<file path="src/rtl/cordiv_ctrl.sv">
// Job sequencer for one external CORDIV stochastic divider kernel.
// Optional abort input is enabled by defining CORDIV_CTRL_ABORT_EN.
module cordiv_ctrl #(
  parameter int BITW   = 8,
  parameter int DEPLOG = 1
) (
  input  logic              clk,
  input  logic              rst,
  input  logic              in_valid,
  output logic              in_ready,
  input  logic [BITW-1:0]   in_dividend,
  input  logic [BITW-1:0]   in_divisor,
  output logic              out_valid,
  input  logic              out_ready,
  output logic [BITW-1:0]   out_quotient,
  output logic              out_div0,
  output logic              kern_rst_n,
  output logic              kern_dividend,
  output logic              kern_divisor,
  output logic [DEPLOG-1:0] kern_randNum,
  input  logic              kern_quotient
`ifdef CORDIV_CTRL_ABORT_EN
  ,
  input  logic              abort
`endif
);

  typedef enum logic [1:0] {
    IDLE,
    CLEAR,
    RUN,
    DONE
  } state_t;

  localparam logic [BITW-1:0] QMAX = '1;

  state_t          state;
  state_t          state_nx;
  logic [BITW-1:0] dvd_r;
  logic [BITW-1:0] dvs_r;
  logic [BITW-1:0] cnt;
  logic [BITW-1:0] rng;
  logic [BITW-1:0] sat;
  logic [BITW:0]   acc;
  logic [BITW:0]   acc_sum;
  logic [7:0]      lfsr;
  logic            fb;
  logic            last;
  logic            kill;

`ifdef CORDIV_CTRL_ABORT_EN
  assign kill = abort && (state == CLEAR || state == RUN);
`else
  assign kill = 1'b0;
`endif

  assign last    = (cnt == QMAX);
  assign fb      = lfsr[7] ^ lfsr[5] ^ lfsr[4] ^ lfsr[3];
  assign acc_sum = acc + {{BITW{1'b0}}, kern_quotient};
  assign sat     = acc_sum[BITW] ? QMAX : acc_sum[BITW-1:0];

  // Bit-reversed count is a van der Corput sequence shared by both streams.
  always_comb begin
    rng = '0;
    for (int i = 0; i < BITW; i++) begin
      rng[i] = cnt[BITW-1-i];
    end
  end

  always_ff @(posedge clk or posedge rst) begin
    if (rst) begin
      state <= IDLE;
    end else begin
      state <= state_nx;
    end
  end

  always_comb begin
    state_nx      = state;
    in_ready      = 1'b0;
    kern_rst_n    = 1'b1;
    kern_dividend = 1'b0;
    kern_divisor  = 1'b0;
    kern_randNum  = '0;
    unique case (state)
      IDLE: begin
        in_ready = 1'b1;
        if (in_valid) state_nx = CLEAR;
      end
      CLEAR: begin
        kern_rst_n = 1'b0;
        state_nx   = RUN;
      end
      RUN: begin
        kern_dividend = (rng < dvd_r);
        kern_divisor  = (rng < dvs_r);
        kern_randNum  = lfsr[DEPLOG-1:0];
        if (last) state_nx = DONE;
      end
      DONE: begin
        if (out_ready) state_nx = IDLE;
      end
      default: state_nx = IDLE;
    endcase
    if (kill) begin
      state_nx   = IDLE;
      kern_rst_n = 1'b0;
    end
    if (rst) begin
      in_ready   = 1'b0;
      kern_rst_n = 1'b0;
    end
  end

  always_ff @(posedge clk or posedge rst) begin
    if (rst) begin
      dvd_r        <= '0;
      dvs_r        <= '0;
      cnt          <= '0;
      acc          <= '0;
      lfsr         <= 8'h01;
      out_valid    <= 1'b0;
      out_quotient <= '0;
      out_div0     <= 1'b0;
    end else begin
      unique case (state)
        IDLE: begin
          if (in_valid) begin
            dvd_r <= in_dividend;
            dvs_r <= in_divisor;
            acc   <= '0;
            cnt   <= '0;
          end
        end
        RUN: begin
          acc  <= acc_sum;
          cnt  <= cnt + 1'b1;
          lfsr <= {lfsr[6:0], fb};
          if (last && !kill) begin
            out_valid    <= 1'b1;
            out_div0     <= (dvs_r == '0);
            out_quotient <= (dvs_r == '0) ? QMAX : sat;
          end
        end
        DONE: begin
          if (out_ready) out_valid <= 1'b0;
        end
        default: ;
      endcase
      if (kill) begin
        acc <= '0;
        cnt <= '0;
      end
    end
  end

endmodule

</file>
<file path="config.mk">
export PLATFORM = sky130hd
export DESIGN_NAME = cordiv_ctrl
export DESIGN_NICKNAME = d
export VERILOG_FILES = /design/src/rtl/cordiv_ctrl.sv
export SDC_FILE = /design/constraint.sdc
export NUM_CORES = 1
export LEC_CHECK = 0
export ABC_AREA = 1
export CAP_MARGIN = 20
export CORE_MARGIN = 3
export CORE_UTILIZATION = 30
export CTS_CLUSTER_SIZE = 12
export DETAILED_ROUTE_END_ITERATION = 16
export MAX_ROUTING_LAYER = met4
export PLACE_DENSITY_LB_ADDON = 0.2
export SLEW_MARGIN = 20
export SYNTH_ARGS = -nofsm -noshare
export SYNTH_HDL_FRONTEND = slang
export SYNTH_SLANG_ARGS = --single-unit
</file>
<file path="constraint.sdc">
create_clock -name clk -period 5.2 [get_ports clk]
set_clock_uncertainty 0.1 [all_clocks]
set_input_delay 1.04 -clock clk [delete_from_list [all_inputs] [get_ports clk]]
set_output_delay 1.04 -clock clk [all_outputs]
set_load 0.05 [all_outputs]
</file>
==> summary.txt, run 1 <==
Final layout
  • N_diodes: 0
  • Share of cells above drive strength 1: roughly 5.7%
  • Most frequent cells in the layout: 101 x nand2_1, 63 x inv_1, 52 x dfrtp_1
  • Non-Filler Instances: roughly 550
  • Total Nets Final: about 460
  • Fillcell total: about 980
  • Cell area after layout: between 3000 and 4000 um^2
  • Area grow syn2layout: 19.89%
  • Most common cell after layout, fill and taps aside: nand2_1

Placement
  • Dpl hpwl: between 4000 and 5000 um
  • Inst Count DP: 539
  • Buffers on Ports: 35
  • GP Congestion: around 0.79
  • Worst slack at placement: between 1500 and 2000 ps
  • Post-placement cell area: approximately 3400 um^2

Timing
  • Final Critical Period: approximately 3600 ps
  • Final Slew Violations: 0
  • Slew @ Worst Pin: 697.5 ps
  • Hold Fails Final Rpt: 0
  • Max-Slew Margin vs Limit: 53.50%
  • Setup Viol. Count Final: 0
  • Fmax: 280.4 MHz
  • RSZ-0062 raised after global routing: false
  • Setup_tns: 0 ps
  • Worst setup margin: ~1600 ps
  • Final period util: around two thirds

Logic synthesis
  • #FFs+latches synth: 53
  • Ys Warns: 0
  • Post-synthesis sequential area ratio: between 40% and 50%
  • Syn Nets: ~420
  • Synth Area per Inst: 7.773 um^2
  • Area share of the largest cell type after synthesis: approximately 44%
  • Synth top area cells: dfrtp_1 44%, nand2_1 13%, ha_1 8.8%
  • Mapped Area: between 2000 and 3000 um^2
  • Unique masters post-synth: 31
  • Area leader, netlist: dfrtp_1
  • Cells after synthesis: 382

Clock network
  • CTS Sinks: 53
  • H-tree depth: 2
  • Later-pin clock latency in the skew report: roughly 300 ps
  • Largest buffer count on any clock path: 2
  • Clk root buf: clkbuf_8
  • Post-CTS Hold Buffers: 0
  • CTS tree: done
  • Post_cts resized: 0
  • Clock transition at path regs: 90 ps
  • # Post-CTS Setup Buffers: 0
  • CTS buffer count: 5

Power
  • P per Cell Area: around 400 nW/um^2
  • Post-layout power: 0.001419 W
  • VDD IR max: around 230 uV
  • Leak: 1.884 nW

Worst setup path
  • CP Class: input pin to primary output
  • Critical Path Start Type: input pin
  • Crit path launch: rst
  • Critical register-to-register path startpoint: state[0]
  • R2R Setup Slk: around 3000 ps
  • Critical path destination: in_ready
  • R2R depth: 9
  • Worst Path Arrival: around 2400 ps
  • Critical Path RT: between 4000 and 5000 ps
  • CP Max Fanout: 3
  • Critical R2R Capture: cnt[5]
  • CP Capture Type: primary output

Hold path
  • Hold wc startpoint: lfsr[0]
  • Worst hold path type: register to register

Drt
  • WL/cell: 11.54 um
  • Iteration-0 DRC Markers: ~110
  • Antenna viol nets, final: 0
  • Total wire length: 6314 um
  • DR DRC count: 0
  • Drt first pass iters: 4
  • Vias per cell: 4.375
  • Via count: around 2,400

GRT
  • Vias in the first global route: 2,414
  • Initial antenna violation count: 0
  • Total Routing Usage GR: 12.50%
  • Largest net degree at the start of global routing: 54
  • GRT overflow: 0
  • First-pass GRT wire length: roughly 11,000 um

Floorplan
  • Area of the core: around 9400 um^2
  • Die Ht: between 100 and 150 um
  • Top Ports: 36
  • # rows: 35
  • Die width: 105.5 um
  • Die area: between 10,000 and 15,000 um^2
  • Starting Density: roughly a third

Flow run
  • Max-cap violations: 0

Status
  • Outcome: complete, no violations
cells in the mapped netlist:
cell        n
ha_1       21
nand3_4     1
buf_4       2
nor2_4      2
a21boi_1    1
buf_6       1
nand3_1    22
o22ai_1     5
o21a_1      2
a21oi_1    26
o21ai_4     1
o21ai_1     1
nor2_2      1
mux2_2      1
nor3_1      1
nand2_1   101
o21ai_0    11
xor2_1      2
or2_2       1
mux2_1      1
clkbuf_1    3
nor2_1     44
o21bai_2    1
buf_2       3
nand4_1     3
inv_1      64
dfrtp_1    52
nand2_2     3
inv_2       2
xnor2_1     2
dfstp_2     1
registers in the layout (all words and copies together) (netlist names):
register	count
acc	9
cnt	8
dvd_r	8
dvs_r	8
lfsr	8
out_div0	1
out_quotient	8
out_valid	1
state	2
logic make-up after synthesis:
| kind of cell | synth area share [%] |
|---|---|
| multiplexers | 0.7585 |
| XOR/XNOR | 1.180 |
| buffers and inverters | 10.11 |
| flip-flops | 44.71 |
| AO/OA/AOI/OAI | 9.144 |
| AND/OR/NAND/NOR | 25.24 |
| adder cells (fa/ha/maj) | 8.849 |
layer usage:
metal / track usage (%) / up-vias / part of all wire (%)
met4: 2.812 / 0 / 0.68
met3: 2.449 / 4 / 2.4
li1: - / 1250 / -
met1: 16.90 / 1115 / 52
met2: 19.49 / 24 / 45
met5: - / - / 0
metrics by stage:
| stage | utilization (%) | hold WS [ps] |
|---|---|---|
| global placement | 36.57 | 358.5 |
| detailed placement | 36.57 | 364.5 |
| global route | 37.81 | 402.8 |
| floorplan | - | 342.2 |
| finish | 37.81 | 378.3 |
| CTS | 37.81 | 380.2 |
how the worst min path moves through the flow:
| stage | to | cells after the start |
|---|---|---|
| 6_report | lfsr[0] | 2 |
| 5_1_grt | lfsr[0] | 2 |
| 4_1_cts | lfsr[0] | 2 |
| 3_5_place_dp | lfsr[0] | 2 |
| 3_3_place_gp | lfsr[2] | 2 |
| 2_1_floorplan | lfsr[1] | 2 |
critical path: stages:
cell and delay, ps:
clkdlybuf4s50_1 450, nor2_1 120, clkdlybuf4s50_1 810
power breakdown:
| group | total (W) | internal, W | switching [W] |
|---|---|---|---|
| Sequential | 0.000568 | 0.000501 | 0.0000669 |
| Clock | 0.000292 | 0.000157 | 0.000135 |
| Combinational | 0.000559 | 0.000195 | 0.000364 |
layout make-up:
cell class              count  area (um^2)  share of cell area (%)
well taps                 129        161.4                   4.534
clock buffers               7        86.33                   2.425
clock inverters             1        30.03                  0.8436
flip-flops and latches     53         1328                   37.29
inverters                  66        247.7                   6.960
multi-input cells         254         1341                   37.68
repair buffers             37        365.4                   10.26
(Power assumes the default switching activity.)
==> run 2: changes to the inputs <==
==> constraint.sdc (replaced) <==
create_clock -name clk -period 3.3 [get_ports clk]
set_clock_uncertainty 0.1 [all_clocks]
set_input_delay 0.66 -clock clk [delete_from_list [all_inputs] [get_ports clk]]
set_output_delay 0.66 -clock clk [all_outputs]
set_load 0.05 [all_outputs]
==> run 2 against run 1 <==
Via count grew 0.25%. Non-clock buffer count is 1 higher. Wire length is 0.32% higher. Sequential share of layout area increased by 0.12 points. Register-to-register slack lost 1900 ps. Hold slack lost 3.5 ps. Utilization is 0.12 points lower. Largest cell class unchanged. Largest power group unchanged.
==> summary.txt, run 2 (synthesized netlist as in run 1, its figures left out) <==
Clock network
  • Largest buffer count on any clock path: 2 (unchanged)
  • H-tree depth: 2 (unchanged)
  • CTS tree: done
  • Post_cts resized: 0 (unchanged)
  • Clock transition at path regs: 100 ps (about the same)
  • Later-pin clock latency in the skew report: 300 ps (about the same)
  • CTS Sinks: 53 (unchanged)
  • Clk root buf: clkbuf_8
  • # Post-CTS Setup Buffers: 0 (unchanged)
  • Post-CTS Hold Buffers: 0 (unchanged)
  • CTS buffer count: 5 (unchanged)

Timing
  • RSZ-0062 raised after global routing: false
  • Fmax: 354.8 MHz
  • Slew @ Worst Pin: 529.0 ps (-168.4 ps)
  • Final Critical Period: ~2800 ps
  • Max-Slew Margin vs Limit: 64.62% (+11 points)
  • Setup_tns: 0 ps (unchanged)
  • Final period util: roughly 85%
  • Setup Viol. Count Final: 0 (unchanged)
  • Hold Fails Final Rpt: 0 (unchanged)
  • Final Slew Violations: 0 (unchanged)

Final layout
  • N_diodes: 0 (unchanged)
  • Max reg flops: 9 (unchanged)
  • Total Nets Final: 460 (+0.22%)
  • Most common cell after layout, fill and taps aside: nand2_1
  • Most frequent cells in the layout: 101 x nand2_1, 63 x inv_1, 52 x dfrtp_1
  • Fillcell total: 1,001 (+1.7%)
  • Share of cells above drive strength 1: 6.205% (+0.46 points)
  • Area grow syn2layout: 19.51%
  • Top reg by flops: acc

Placement
  • Dpl hpwl: 4545 um (-2.1%)
  • Buffers on Ports: 35 (unchanged)
  • GP Congestion: 0.8168 (+3.0%)

Worst setup path
  • CP Max Fanout: 4 (+1)
  • Critical Path Start Type: register
  • Critical register-to-register path startpoint: state[0]
  • Worst Path Arrival: 2060 ps (-370 ps)
  • CP Capture Type: primary output
  • CP Class: register to primary output
  • Crit path launch: state[0]
  • Critical Path RT: 2540 ps (-1520 ps)

Power
  • Clk pwr share: 17.7% (-2.9 points)
  • Combinational share of power: 41.0% (+1.6 points)
  • VDD IR max: 327.4 uV (+39%)
  • Internal Power: 0.001268 W (+49%)
  • P per Cell Area: 608.6 nW/um^2 (+53%)
  • Sw frac: 41.30% (+1.4 points)
  • Share of power burned in registers: 41.3% (+1.3 points)
  • Post-layout power: 0.002160 W (+52%)
  • Leak: 1.883 nW (about the same)
  • Net load switching power: 0.0008919 W (+58%)

Drt
  • Via count: 2,399 (+0.25%)
  • DR DRC count: 0 (unchanged)
  • Antenna viol nets, final: 0 (unchanged)
  • WL/cell: 11.56 um (+0.13%)
  • Drt first pass iters: 4 (unchanged)
  • Total wire length: 6334 um (+0.32%)
  • Iteration-0 DRC Markers: 65 (-38%)
  • Vias per cell: 4.378 (about the same)

Flow run
  • Max-cap violations: 0 (unchanged)

GRT
  • First-pass GRT wire length: 11,170 um (unchanged)
  • Largest net degree at the start of global routing: 54 (unchanged)
  • Met3 Use GR: 2.205% (-0.24 points)
  • Met2 GRT Util: 19.35% (-0.14 points)
  • GRT overflow: 0 (unchanged)
  • Global-route met1 utilization: 17.38% (+0.47 points)
  • Grt peak-use layer: met2
  • Initial antenna violation count: 0 (unchanged)
  • Total Routing Usage GR: 12.54% (+0.033 points)
  • Vias in the first global route: 2,367 (-1.9%)

Floorplan
  • Die area: 11,130 um^2 (unchanged)
  • Die Ht: 105.5 um (unchanged)
  • Top Ports: 36 (unchanged)
  • # rows: 35 (unchanged)
  • Area of the core: 9415 um^2 (unchanged)
  • Starting Density: 31.53% (unchanged)
  • Die width: 105.5 um (unchanged)

Hold path
  • Worst hold path type: register to register
  • Hold wc startpoint: lfsr[1]

Status
  • Outcome: complete, no violations
-- run 2: changes by cell type in the layout (fill, tap and decap cells not counted) --
| cell | previous run | this run |
|---|---|---|
| clkbuf_1 | 1 | 2 |
| buf_4 | 2 | 4 |
| clkdlybuf4s50_1 | 35 | 33 |
| bufinv_16 | 1 | 0 |
| buf_12 | 0 | 1 |
-- run 2: worst paths after layout --
path                       endpoint  slack, ps  depth (start not counted)
max in group asynchronous   lfsr[0]       2150                          3
hold / removal              lfsr[1]        370                          2
setup reg to reg             cnt[5]       1140                         10
min in group asynchronous  state[0]        660                          3
setup / recovery           in_ready        480                          5
hold reg to reg             lfsr[1]        370                          2
-- run 2: worst max-delay path: stages (launching register included) --
cell and delay, ps:
dfrtp_1 430, inv_1 90, ha_1 250, inv_1 90, nor2_1 90, clkdlybuf4s50_1 800
-- run 2: power by group through the flow --
stage / clock (W) / sequential [W] / combinational (W)
3_5_place_dp: 0 / 0.000910 / 0.000906
6_report: 0.000382 / 0.000893 / 0.000884
3_3_place_gp: 0 / 0.000907 / 0.000883
5_1_grt: 0.000420 / 0.000915 / 0.00103
2_1_floorplan: 0 / 0.000872 / 0.000697
4_1_cts: 0.000402 / 0.000896 / 0.000908
-- run 2: area by class of cell --
cell class              instances  area [um^2]  share of cell area [%]
clock buffers                   8        90.09                   2.539
repair buffers                 38        380.4                   10.72
inverters                      66        247.7                   6.982
flip-flops and latches         53         1328                   37.41
multi-input cells             254         1341                   37.80
well taps                     129        161.4                   4.549
-- run 2: per-layer routing --
metal	routed length (um)	vias up	share of wire, %
li1	-	1253	-
met1	3198	1110	50
met2	2929	34	46
met3	174	2	2.7
met4	31	0	0.49
met5	0	-	0
-- run 2: through the flow --
step                hold slack (ps)  setup WS, ps  utilization, %  instance area [um^2]  cells
floorplan                     342.2         865.9               -                  2969    382
global placement              354.8         509.8           36.73                  3458    540
detailed placement            359.1         503.3           36.73                  3458    540
CTS                           382.2         455.0           37.69                  3548    548
global route                  424.0         301.7           37.69                  3548    548
finish                        374.8         481.2           37.69                  3548    548
==> run 3: changes to the inputs <==
--- a/config.mk
+++ b/config.mk
@@ -6,7 +6,7 @@
 export NUM_CORES = 1
 export LEC_CHECK = 0
 export ABC_AREA = 1
-export CAP_MARGIN = 20
+export CAP_MARGIN = 0
 export CORE_MARGIN = 3
 export CORE_UTILIZATION = 30
 export CTS_CLUSTER_SIZE = 12
==> constraint.sdc (replaced) <==
create_clock -name clk -period 2.65 [get_ports clk]
set_clock_uncertainty 0.1 [all_clocks]
set_input_delay 0.53 -clock clk [delete_from_list [all_inputs] [get_ports clk]]
set_output_delay 0.53 -clock clk [all_outputs]
set_load 0.05 [all_outputs]
==> run 3 against run 2 <==
Critical path depth is 2 higher. Count of clock-buffer cells in the layout is 3 lower. Flip-flop and latch count stayed put. Clock power is 47% higher. Setup slack worse by 280 ps. Critical path type unchanged. Critical endpoint is now kern_dividend.
==> summary.txt, run 3 (synthesized netlist as in run 1, its figures left out) <==
Hold path
  • Worst hold path type: register to register
  • Worst hold path depth: 2 (unchanged)
  • Hold wc startpoint: lfsr[0]

Timing
  • Hold WS: 377.4 ps (+2.652 ps)
  • Hold Fails Final Rpt: 0 (unchanged)
  • Max-Slew Margin vs Limit: 65.30% (+0.68 points)
  • Setup Viol. Count Final: 0 (unchanged)
  • Final period util: between 90 and 100%
  • Final Slew Violations: 0 (unchanged)
  • Slew @ Worst Pin: 518.8 ps (-10.23 ps)
  • Fmax: a little over 400 MHz
  • RSZ-0062 raised after global routing: false
  • Setup_tns: 0 ps (unchanged)
  • Final Critical Period: ~2500 ps

Clock network
  • Later-pin clock latency in the skew report: 310 ps (about the same)
  • Largest buffer count on any clock path: 2 (unchanged)
  • Post-CTS Hold Buffers: 0 (unchanged)
  • Clk root buf: clkbuf_8
  • # Post-CTS Setup Buffers: 0 (unchanged)
  • H-tree depth: 2 (unchanged)
  • CTS Sinks: 53 (unchanged)
  • Post_cts resized: 0 (unchanged)
  • Clock transition at path regs: 100 ps (about the same)
  • CTS buffer count: 5 (unchanged)
  • CTS tree: done

Power
  • Clk pwr share: 19.7% (+2.0 points)
  • P per Cell Area: 787.6 nW/um^2 (+29%)
  • Share of power burned in registers: 39.0% (-2.3 points)
  • Net load switching power: 0.001149 W (+29%)
  • VDD IR max: 418.6 uV (+28%)
  • Post-layout power: 0.002858 W (+32%)
  • Leak: 1.914 nW (+1.6%)
  • Combinational share of power: 41.3% (+0.3 points)
  • Sw frac: 40.21% (-1.1 points)
  • Internal Power: 0.001709 W (+35%)

GRT
  • Met2 GRT Util: 19.99% (+0.64 points)
  • GRT overflow: 0 (unchanged)
  • First-pass GRT wire length: 11,360 um (+1.7%)
  • Met3 Use GR: 2.388% (+0.18 points)
  • Initial antenna violation count: 0 (unchanged)
  • Total Routing Usage GR: 12.79% (+0.25 points)
  • Grt peak-use layer: met2
  • Global-route met1 utilization: 17.36% (-0.024 points)
  • Largest net degree at the start of global routing: 54 (unchanged)
  • Vias in the first global route: 2,438 (+3.0%)

Final layout
  • Total Nets Final: 460 (unchanged)
  • Share of cells above drive strength 1: 7.399% (+1.2 points)
  • Non-Filler Instances: 548 (unchanged)
  • Most frequent cells in the layout: 101 x nand2_1, 63 x inv_1, 52 x dfrtp_1
  • N_diodes: 0 (unchanged)
  • Area grow syn2layout: 22.21%
  • Max reg flops: 9 (unchanged)
  • Most common cell after layout, fill and taps aside: nand2_1
  • Top reg by flops: acc
  • Fillcell total: 953 (-4.8%)

Floorplan
  • Starting Density: 31.53% (unchanged)
  • Area of the core: 9415 um^2 (unchanged)
  • # rows: 35 (unchanged)
  • Die Ht: 105.5 um (unchanged)
  • Die area: 11,130 um^2 (unchanged)
  • Top Ports: 36 (unchanged)
  • Die width: 105.5 um (unchanged)

Worst setup path
  • CP Max Fanout: 7 (+3)
  • Critical Path Start Type: register
  • Critical register-to-register path startpoint: cnt[1]
  • R2R depth: 8 (-2)
  • Worst Path Arrival: 1820 ps (-240 ps)
  • Critical Path RT: 2020 ps (-520 ps)
  • CP Class: register to primary output
  • CP Capture Type: primary output
  • Crit path launch: cnt[4]

Drt
  • Iteration-0 DRC Markers: 142 (+120%)
  • Drt first pass iters: 4 (unchanged)
  • WL/cell: 11.65 um (+0.76%)
  • Vias per cell: 4.403 (+0.58%)
  • DR DRC count: 0 (unchanged)
  • Total wire length: 6382 um (+0.76%)
  • Via count: 2,413 (+0.58%)
  • Antenna viol nets, final: 0 (unchanged)

Status
  • Outcome: complete, no violations

Placement
  • GP Congestion: 0.8242 (+0.91%)
  • Buffers on Ports: 35 (unchanged)
  • Dpl hpwl: 4693 um (+3.2%)
  • Inst Count DP: 540 (unchanged)

Flow run
  • Max-cap violations: 0 (unchanged)
## run 3: cell types whose count changed in the layout (fill, tap and decap cells not counted), sizes merged
cell,previous run,this run
buf,5,8
bufinv,0,1
clkbuf,8,5
clkdlybuf4s50,33,30
clkinv,0,1
clkinvlp,0,1
## run 3: worst max-delay path, stage by stage (launching register included)
cell and delay, ps:
dfrtp_1 490, ha_1 330, a21oi_1 150, nand2_1 80, nand2_1 60, nand2_1 50, nor2_1 190, buf_12 170
## run 3: power by group through the flow
| stage | registers [W] | logic, W | clock network [W] |
|---|---|---|---|
| after floorplan | 0.00109 | 0.000868 | 0 |
| after global placement | 0.00113 | 0.00117 | 0 |
| after detailed placement | 0.00114 | 0.00120 | 0 |
| after CTS | 0.00112 | 0.00121 | 0.000592 |
| after global routing | 0.00114 | 0.00137 | 0.000616 |
| final | 0.00111 | 0.00118 | 0.000563 |
## run 3: area by class of cell
| class | count | area [um^2] | area share, % |
|---|---|---|---|
| Multi-Input combinational cell | 254 | 1341 | 36.97 |
| Tap cell | 129 | 161.4 | 4.448 |
| Clock buffer | 5 | 68.82 | 1.897 |
| Inverter | 66 | 247.7 | 6.828 |
| Timing Repair Buffer | 38 | 435.4 | 12.00 |
| Sequential cell | 53 | 1328 | 36.59 |
| Clock inverter | 3 | 46.29 | 1.276 |
## run 3: path summary, 6_finish.rpt
kind                                         to  slack (ps)
worst max-delay path              kern_dividend         200
worst min-delay path                    lfsr[0]         380
worst max register to register  out_quotient[0]         800
worst min register to register          lfsr[0]         380
max in group asynchronous               lfsr[0]        1620
min in group asynchronous             out_valid         520
## run 3: routing by layer
metal | routed length, um | share of wire, % | vias up
li1 | - | - | 1261
met2 | 2856 | 45 | 41
met3 | 322 | 5.0 | 6
met1 | 3144 | 49 | 1105
met4 | 59 | 0.92 | 0
met5 | 0 | 0 | -
## run 3: metrics by stage
step | setup WS, ps | area (um^2) | utilization [%]
global placement | 353.0 | 3513 | 37.32
floorplan | 345.9 | 2969 | -
detailed placement | 293.7 | 3513 | 37.32
CTS | 164.5 | 3628 | 38.54
finish | 198.1 | 3628 | 38.54
global route | 49.19 | 3628 | 38.54
